$ cat src/rtl/sha2_pkg.sv
// Shared SHA-2 constants, state type and round helper functions.
package sha2_pkg;

  typedef enum logic [1:0] {IDLE, LOAD, ROUND, FINAL} state_t;

  // Word 7 is a/H0 so a packed hash_t lines up with the {H0..H7} digest layout.
  typedef logic [7:0][31:0] hash_t;

  localparam hash_t IV256 = {32'h6a09e667, 32'hbb67ae85, 32'h3c6ef372, 32'ha54ff53a,
                             32'h510e527f, 32'h9b05688c, 32'h1f83d9ab, 32'h5be0cd19};
  localparam hash_t IV224 = {32'hc1059ed8, 32'h367cd507, 32'h3070dd17, 32'hf70e5939,
                             32'hffc00b31, 32'h68581511, 32'h64f98fa7, 32'hbefa4fa4};

  localparam logic [0:63][31:0] K = {
    32'h428a2f98, 32'h71374491, 32'hb5c0fbcf, 32'he9b5dba5, 32'h3956c25b, 32'h59f111f1, 32'h923f82a4, 32'hab1c5ed5,
    32'hd807aa98, 32'h12835b01, 32'h243185be, 32'h550c7dc3, 32'h72be5d74, 32'h80deb1fe, 32'h9bdc06a7, 32'hc19bf174,
    32'he49b69c1, 32'hefbe4786, 32'h0fc19dc6, 32'h240ca1cc, 32'h2de92c6f, 32'h4a7484aa, 32'h5cb0a9dc, 32'h76f988da,
    32'h983e5152, 32'ha831c66d, 32'hb00327c8, 32'hbf597fc7, 32'hc6e00bf3, 32'hd5a79147, 32'h06ca6351, 32'h14292967,
    32'h27b70a85, 32'h2e1b2138, 32'h4d2c6dfc, 32'h53380d13, 32'h650a7354, 32'h766a0abb, 32'h81c2c92e, 32'h92722c85,
    32'ha2bfe8a1, 32'ha81a664b, 32'hc24b8b70, 32'hc76c51a3, 32'hd192e819, 32'hd6990624, 32'hf40e3585, 32'h106aa070,
    32'h19a4c116, 32'h1e376c08, 32'h2748774c, 32'h34b0bcb5, 32'h391c0cb3, 32'h4ed8aa4a, 32'h5b9cca4f, 32'h682e6ff3,
    32'h748f82ee, 32'h78a5636f, 32'h84c87814, 32'h8cc70208, 32'h90befffa, 32'ha4506ceb, 32'hbef9a3f7, 32'hc67178f2};

  function automatic logic [31:0] rotr(input logic [31:0] x, input int unsigned n);
    return (x >> n) | (x << (32 - n));
  endfunction

  function automatic logic [31:0] big_sigma0(input logic [31:0] x);
    return rotr(x, 2) ^ rotr(x, 13) ^ rotr(x, 22);
  endfunction

  function automatic logic [31:0] big_sigma1(input logic [31:0] x);
    return rotr(x, 6) ^ rotr(x, 11) ^ rotr(x, 25);
  endfunction

  function automatic logic [31:0] small_sigma0(input logic [31:0] x);
    return rotr(x, 7) ^ rotr(x, 18) ^ (x >> 3);
  endfunction

  function automatic logic [31:0] small_sigma1(input logic [31:0] x);
    return rotr(x, 17) ^ rotr(x, 19) ^ (x >> 10);
  endfunction

  function automatic logic [31:0] ch(input logic [31:0] e, input logic [31:0] f, input logic [31:0] g);
    return (e & f) ^ (~e & g);
  endfunction

  function automatic logic [31:0] maj(input logic [31:0] a, input logic [31:0] b, input logic [31:0] c);
    return (a & b) ^ (a & c) ^ (b & c);
  endfunction

endpackage

$ cat src/rtl/sha2_round.sv
// One combinational SHA-2 compression round: {a..h}, K, W -> next {a..h}.
module sha2_round
  import sha2_pkg::*;
(
  input  hash_t       cur,
  input  logic [31:0] k,
  input  logic [31:0] w,
  output hash_t       nxt
);

  logic [31:0] t1, t2;

  // a=7 b=6 c=5 d=4 e=3 f=2 g=1 h=0
  assign t1  = cur[0] + big_sigma1(cur[3]) + ch(cur[3], cur[2], cur[1]) + k + w;
  assign t2  = big_sigma0(cur[7]) + maj(cur[7], cur[6], cur[5]);
  assign nxt = {t1 + t2, cur[7], cur[6], cur[5], cur[4] + t1, cur[3], cur[2], cur[1]};

endmodule

$ cat src/rtl/sha2_round_engine.sv
// SHA-224/256 compression engine, UNROLL rounds per beat.
// Define SHA2_SCHEDULE_EN to take the whole block on blk_i and expand W internally.
module sha2_round_engine
  import sha2_pkg::*;
#(
  parameter int UNROLL = 1
) (
  input  logic                  clk_i,
  input  logic                  rst_i,
  input  logic                  abort_i,
  input  logic                  blk_valid_i,
  output logic                  blk_ready_o,
  input  logic                  init_i,
  input  logic                  mode_i,
`ifdef SHA2_SCHEDULE_EN
  input  logic [511:0]          blk_i,
`else
  input  logic                  w_valid_i,
  output logic                  w_ready_o,
  input  logic [32*UNROLL-1:0]  w_i,
`endif
  output logic                  done_o,
  output logic [255:0]          digest_o,
  output logic                  busy_o
);

  localparam int LAST = 64 - UNROLL;

  state_t state, state_nxt;
  hash_t  h_q, wk, h_sum;
  logic [255:0] digest_q;
  logic   mode_q, done_q, accept, beat;
  logic [5:0] rnd;
  logic [UNROLL-1:0][31:0] w_beat;
  hash_t  chain [UNROLL+1];

`ifdef SHA2_SCHEDULE_EN
  // win[i] holds W[rnd+i]; UNROLL fresh words are appended per ROUND cycle.
  logic [15:0][31:0] win;
  logic [UNROLL-1:0][31:0] w_new;

  function automatic logic [UNROLL-1:0][31:0] expand(input logic [15:0][31:0] cw);
    logic [16+UNROLL-1:0][31:0] ext;
    ext = '0;
    ext[15:0] = cw;
    for (int j = 0; j < UNROLL; j++)
      ext[16+j] = small_sigma1(ext[14+j]) + ext[9+j] + small_sigma0(ext[1+j]) + ext[j];
    return ext[16+UNROLL-1:16];
  endfunction

  assign w_new  = expand(win);
  assign w_beat = win[UNROLL-1:0];

  always_ff @(posedge clk_i or posedge rst_i) begin
    if (rst_i) begin
      win <= '0;
    end else if (accept) begin
      for (int i = 0; i < 16; i++) win[i] <= blk_i[511-32*i -: 32];
    end else if (beat) begin
      win <= {w_new, win[15:UNROLL]};
    end
  end
`else
  assign w_beat = w_i;
`endif

  assign chain[0] = wk;

  for (genvar j = 0; j < UNROLL; j++) begin : g_rnd
    sha2_round u_round (
      .cur (chain[j]),
      .k   (K[rnd + 6'(j)]),
      .w   (w_beat[j]),
      .nxt (chain[j+1])
    );
  end

  always_comb begin
    h_sum = '0;
    for (int i = 0; i < 8; i++) h_sum[i] = h_q[i] + wk[i];
  end

  always_ff @(posedge clk_i or posedge rst_i) begin
    if (rst_i) state <= IDLE;
    else       state <= state_nxt;
  end

  always_comb begin
    state_nxt   = state;
    accept      = 1'b0;
    blk_ready_o = (state == IDLE);
    busy_o      = (state != IDLE);
    done_o      = done_q;
    digest_o    = digest_q;
`ifdef SHA2_SCHEDULE_EN
    beat        = (state == ROUND);
`else
    w_ready_o   = (state == ROUND);
    beat        = w_valid_i & (state == ROUND);
`endif
    if (abort_i) begin
      state_nxt = IDLE;
    end else begin
      case (state)
        IDLE:  if (blk_valid_i) begin
                 accept    = 1'b1;
                 state_nxt = LOAD;
               end
        LOAD:  state_nxt = ROUND;
        ROUND: if (beat && rnd == 6'(LAST)) state_nxt = FINAL;
        FINAL: state_nxt = IDLE;
        default: state_nxt = IDLE;
      endcase
    end
  end

  always_ff @(posedge clk_i or posedge rst_i) begin
    if (rst_i) begin
      h_q      <= IV256;
      wk       <= '0;
      digest_q <= IV256;
      mode_q   <= 1'b0;
      done_q   <= 1'b0;
      rnd      <= '0;
    end else begin
      done_q <= 1'b0;
      if (abort_i) begin
        rnd <= '0;
      end else begin
        case (state)
          IDLE: if (accept && init_i) begin
                  mode_q <= mode_i;
                  h_q    <= mode_i ? IV224 : IV256;
                end
          LOAD: begin
                  wk  <= h_q;
                  rnd <= '0;
                end
          // rnd wraps to 0 on the last beat
          ROUND: if (beat) begin
                   wk  <= chain[UNROLL];
                   rnd <= rnd + 6'(UNROLL);
                 end
          FINAL: begin
                   h_q      <= h_sum;
                   digest_q <= mode_q ? {h_sum[7:1], 32'h0} : h_sum;
                   done_q   <= 1'b1;
                 end
          default: ;
        endcase
      end
    end
  end

endmodule

$ cat config.mk
export PLATFORM = sky130hd
export DESIGN_NAME = sha2_round_engine
export DESIGN_NICKNAME = d
export VERILOG_FILES = /design/src/rtl/sha2_pkg.sv /design/src/rtl/sha2_round.sv /design/src/rtl/sha2_round_engine.sv
export SDC_FILE = /design/constraint.sdc
export NUM_CORES = 2
export LEC_CHECK = 0
export CORE_ASPECT_RATIO = 1.25
export CORE_MARGIN = 2
export CORE_UTILIZATION = 51
export CTS_CLUSTER_SIZE = 20
export DETAILED_ROUTE_END_ITERATION = 12
export HOLD_SLACK_MARGIN = 0.15
export MAX_ROUTING_LAYER = met4
export PLACE_DENSITY = 0.73
export SKIP_CTS_REPAIR_TIMING = 1
export SYNTH_ARGS = -nofsm -noshare
export SYNTH_HDL_FRONTEND = slang
export SYNTH_SLANG_ARGS = --single-unit
$ cat constraint.sdc
create_clock -name clk_i -period 36.8 [get_ports clk_i]
set_input_delay 7.36 -clock clk_i [delete_from_list [all_inputs] [get_ports clk_i]]
set_output_delay 7.36 -clock clk_i [all_outputs]
set_load 0.1 [all_outputs]
# --- Yosys cells after proc, flatten, opt, wreduce, memory -nomap -nowiden ---
# Memory sizes are Yosys's and may differ from the RTL's.
# Index checks and enable logic that the tools add are counted.
totals:
  reg_bits: 778
  rom_bits: 2048
  out_inout_bits: 260
  elab_cells: 103
  n_memories: 1
mem_list:
  columns: ["memory", "words", "width", "read_ports", "rd_clocked_by_memory_dff", "wr", "line_no", "text"]
  rows:
  - ["(no name shown)", 64, 32, 1, 0, 0, "sha2_round_engine.sv:72", ".k (K[rnd + 6'(j)]),"]
classes:
  add_sub_neg: 16
  n_lt_le_gt_ge: 1
  n_eq_ne: 9
  muxes: 20
  bitwise_logic: 22
  reduce_logical: 13
op_table:
  columns: ["op", "n"]
  rows:
  - ["case mux 256 bit (2 select lines)", 2]
  - ["2-to-1 mux 256 bit", 3]
  - ["adder 32 bit", 15]
  - ["XOR 32 bit", 7]
  - ["bitwise AND 32 bit", 5]
  - ["2-to-1 mux 32 bit", 3]
  - ["NOT 32 bit", 1]
  - ["bitwise OR 10 x 32 -> 32 bit", 1]
  - ["bitwise OR 19 x 32 -> 32 bit", 1]
  - ["bitwise OR 21 x 32 -> 32 bit", 1]
  - ["bitwise OR 26 x 32 -> 32 bit", 1]
  - ["bitwise OR 30 x 32 -> 32 bit", 1]
  - ["bitwise OR 7 x 32 -> 32 bit", 1]
  - ["2-to-1 mux 6 bit", 2]
  - ["case mux 6 bit (2 select lines)", 1]
  - ["AND reduction 3 bit", 3]
  - ["case mux 2 bit (4 select lines)", 1]
  - ["greater-or-equal comparator 7 bit, second input constant", 1]
  - ["NOT 6 -> 7 bit", 1]
  - ["adder 6 x 1 -> 6 bit, second input constant", 1]
  - ["equality test 6 bit, second input constant", 1]
  - ["2-to-1 mux 2 bit", 3]
  - ["inequality test 3 x 2 -> 1 bit, second input constant", 2]
  - ["AND reduction 2 bit", 3]
  - ["11 further kinds", 20]

# --- Depth between registers and ports, before layout ---
logic_depth:
  ltp_word: 10
  mapped_depth: 36
  mapped_depth_nobuf: 35

# --- Modules after synthesis ---
# Synthesis repeated with hierarchy kept, for this count alone.
hier_totals:
  hier_cells: 6490
  area_unflattened_um2: 57395.0
modules_own_cells:
  columns: ["mod", "instances", "cells_each", "area_per_inst_um2"]
  rows:
  - ["sha2_round_engine", 1, 5163, 46427.0]
  - ["sha2_round", 1, 1327, 10968.0]

# --- Least setup slack after synthesis ---
# OpenSTA, ideal clock, no wires.
synth_timing:
  path_kind: "in2reg"
  startpoint: "input w_i[4]"
  endpoint: "register wk, in the netlist chain[510]"
  setup_ns: 0.128
  arrival_ns: 13.430
  required_ns: 36.672
  slack_ns: 23.242
  path_stages: 29
  path_buffers: 0
  path_cell_list: "inv_1 > fa_1 > inv_1 > fa_1 > inv_1 > fa_1 > inv_1 > ha_1 > o211ai_1 > a21oi_1 > o41ai_1 > a32oi_1 > and2_1 > o21ai_0 > nand2b_1 > a21o_1 > a21oi_1 > xnor2_1 > fa_1 > ha_1 > a21o_1 > a21o_1 > a211oi_1 > o31a_1 > o21ai_0 > a211o_1 > a211oi_1 > xor2_1 > o21ai_0"
synth_between:
  elab_chain_len: 4
synth_rtl:
  columns: ["item", "line_no", "text"]
  rows:
  - ["from (decl)", "sha2_round_engine.sv:20", "input logic [32*UNROLL-1:0] w_i,"]
  - ["adder 32 bit", "sha2_round.sv:14", "assign t1 = cur[0] + big_sigma1(cur[3]) + ch(cur[3], cur[2], cur[1]) + k + w;"]
  - ["adder 32 bit", "sha2_round.sv:16", "assign nxt = {t1 + t2, cur[7], cur[6], cur[5], cur[4] + t1, cur[3], cur[2], cur[1]};"]
  - ["2-to-1 mux 256 bit", "sha2_round_engine.sv:140", "ROUND: if (beat) begin"]
  - ["case mux 256 bit (2 select lines)", "sha2_round_engine.sv:130", "case (state)"]
  - ["to (signal assigned)", "sha2_round_engine.sv:136", "wk <= h_q;"]
  - ["to (signal assigned)", "sha2_round_engine.sv:141", "wk <= chain[UNROLL];"]
  - ["to (decl)", "sha2_round_engine.sv:30", "hash_t h_q, wk, h_sum;"]
# Every way passes these cells. The select of a mux whose other input is x is not followed.
# A chain may end at the register's enable or synchronous reset.

# --- Final worst setup path ---
# Ends and elaborated chain as after synthesis.

==> impl_metrics.py <==
metrics = {
    "timing": {
        "hold_violations": 0,
        "worst_slack_ns": 22.52,
        "setup-violations-final": 0,
        "drv_slew": 0,
        "min_period_over_period_pct": 38.79,
        "fmax_ghz": 0.07005,
        "tns_ns": 0,
        "worst_pin_slew_ns": 1.214,
        "rsz0062_at_grt": "false",
        "fin_crit_ns": 14.28,
        "skew_ns": 0.05314,
        "slew_headroom_pct": 18.30,
    },
    "setup_path": {
        "required_ns": 37.38,
        "criticalPathCategory": "in2reg",
        "slowest_delay_ns": 0.53,
        "arrival_ns": 14.86,
        "cp_slowest_cell": "fa_1",
        "critPathMaxFanout": 5,
        "cp-end-kind": "flop",
        "startpoint_type": "input pin",
    },
    "routing": {
        "num_vias": 48291,
        "first_pass_iters": 6,
        "vias_per_cell": 6.116,
        "drt.antenna.violating_nets": 0,
        "drc_errors": 0,
        "wl_per_cell_um": 26.11,
        "routed_wl_um": 206200,
        "first_iter_violations": 4290,
    },
    "run_status": {
        "status": "finished, final reports clean",
    },
    "floorplan": {
        "placeableCoreArea_sq_mm": 0.1081,
        "start_util_pct": 51.29,
        "die_w_um": 298.9,
        "io_pins": 299,
        "num_rows": 135,
        "die_y_um": 372.7,
        "die_area_sq_mm": 0.1114,
    },
    "synthesis": {
        "synth_seq_cells": 778,
        "synth_compound_area_share_pct": 20.68,
        "ys_warn_count": 0,
        "synth_area_leaders": "dfrtp_1 (23%), dfstp_2 (13%), ha_1 (8.3%), nand2_1 (6.9%), o21ai_0 (6.8%)",
        "syn_nets": 6840,
        "syn_inst": 6297,
        "ys.flop_type": "dfrtp_1",
        "yosysSeqAreaShare_pct": 35.72,
        "synthXorXnorAreaFrac_pct": 7.173,
        "netlist.area_leader.share_pct": 22.84,
        "synth_top_family_by_area": "compound AO/OA/AOI/OAI gates",
        "async_flop_share_pct": 100.0,
        "yosys.cell_count.top_type": "nand2_1",
        "netlist_area_sq_mm": 0.05545,
        "yosysUniqueCellTypes": 86,
        "synth_mux_area_share_pct": 5.483,
        "synth-simple-area-share_pct": 12.58,
        "synth_edf_count": 0,
        "synthAdderAreaFrac_pct": 13.60,
        "synth.avg_cell_area_sq_um": 8.806,
        "synthTopCellsByCount": "nand2_1 (1017), o21ai_0 (750), dfrtp_1 (506)",
        "yosysTopAreaCell": "dfrtp_1",
    },
    "cells_and_area": {
        "nNetsFinal": 6926,
        "drive_gt1_share_pct": 9.015,
        "syn2layout_area_growth_pct": 12.83,
        "fin_area_sq_mm": 0.06257,
        "final_util_pct": 57.88,
        "final.fill_count": 9642,
    },
    "place": {
        "port_buffers": 298,
        "pre_cts_ws_ns": 21.94,
        "hpwl_um": 154400,
        "placed_cell_area_sq_mm": 0.05948,
        "gp_congestion": 1.033,
    },
    "clock_tree": {
        "clock-sinks": 778,
        "clockRootBuffer": "clkbuf_16",
        "cts_max_level": 3,
        "cts_buffers": 85,
        "clk_pin_slew_ns": 0.06,
        "tritoncts": "built",
        "clk_latency_ns": 0.73,
        "cts.path.max_buffers": 3,
    },
    "global_route": {
        "grt_pass1_vias": 46737,
        "grt_pass1_wl_um": 305100,
        "grt_max_degree": 252,
        "globalRouteOverflowTotal": 0,
        "antenna_found_initial": 3,
        "grt.total_usage_pct": 37.55,
    },
    "worst_hold_path": {
        "worstHoldPathType": "reg2reg",
    },
    "job": {
        "cap_violations": 0,
    },
}
cells by family (layout without fill, tap and decap cells):
family	count (synthesis)	after routing
buffers and inverters	702	861
flip-flops	778	778
AND/OR/NAND/NOR	1653	1653
XOR/XNOR	451	451
multiplexers	296	296
adder cells (fa/ha/maj)	526	526
AO/OA/AOI/OAI	1891	1891
other	0	2
placed cells by master, fill, tap and decap left out, types with 46 or more instances in the layout:
cell,n
xnor2_1,292
mux2i_1,252
nand2_1,1016
a211oi_1,46
o21a_1,69
a31oi_1,54
nor3_1,62
nor2_1,279
clkbuf_16,87
inv_1,335
clkdlybuf4s50_1,298
xor2_1,157
dfstp_2,272
fa_1,135
a21oi_1,449
nand2b_1,57
a21o_1,183
dfrtp_1,503
o21ai_0,750
ha_1,367
nand3_1,68
buf_4,58
metal layers:
metal,routed length (um),GRT usage [%]
met3,13570,4.319
met5,0,-
met2,96250,59.19
met4,17160,25.52
met1,79190,45.23
final cells by class:
type | instances | area, sq um | area share, %
clock buffers | 114 | 2419 | 3.866
well taps | 1438 | 1799 | 2.876
repair buffers | 360 | 3498 | 5.592
flip-flops and latches | 778 | 19810 | 31.67
multi-input cells | 4817 | 33080 | 52.88
inverters | 341 | 1290 | 2.062
clock inverters | 46 | 658.1 | 1.052
diodes | 2 | 5.005 | 0.007999
final timing paths:
check,start,endpoint,slack [ns],depth (start not counted)
setup / recovery,w_i[4],chain[510],22.52,30
hold / removal,digest_o[133],digest_o[133],0.46,2
setup reg to reg,rnd[1],chain[510],27.49,34
hold reg to reg,digest_o[133],digest_o[133],0.46,2
max in group asynchronous,rst_i,digest_o[231],25.59,6
min in group asynchronous,rst_i,digest_o[19],7.24,2
metrics by stage:
step	hold slack, ns	std cells
final	0.4559	7896
after global routing	0.4725	7895
after CTS	0.4571	7894
after detailed placement	0.4474	7734
after global placement	0.4465	7734
after floorplan	0.4421	6297
flip-flops by register name, summed over array words and instances, names as in the netlist:
signal,cells
done_o,1
mode_q,1
rnd,6
h_q,256
state,2
digest_o,256
chain,256
critical path: cells and delay by family:
kind,cells,cell delay [ns]
and+or+nand+nor,2,0.34
xor gates and xnor gates,2,0.48
adders and majority gates,6,2.68
buffers and inverters,5,0.70
AOI/OAI and AO/OA,15,3.27
Power is left out: the tool's default activity adds up to more than one toggle a clock period on the data nets, which glitch-free logic cannot reach.
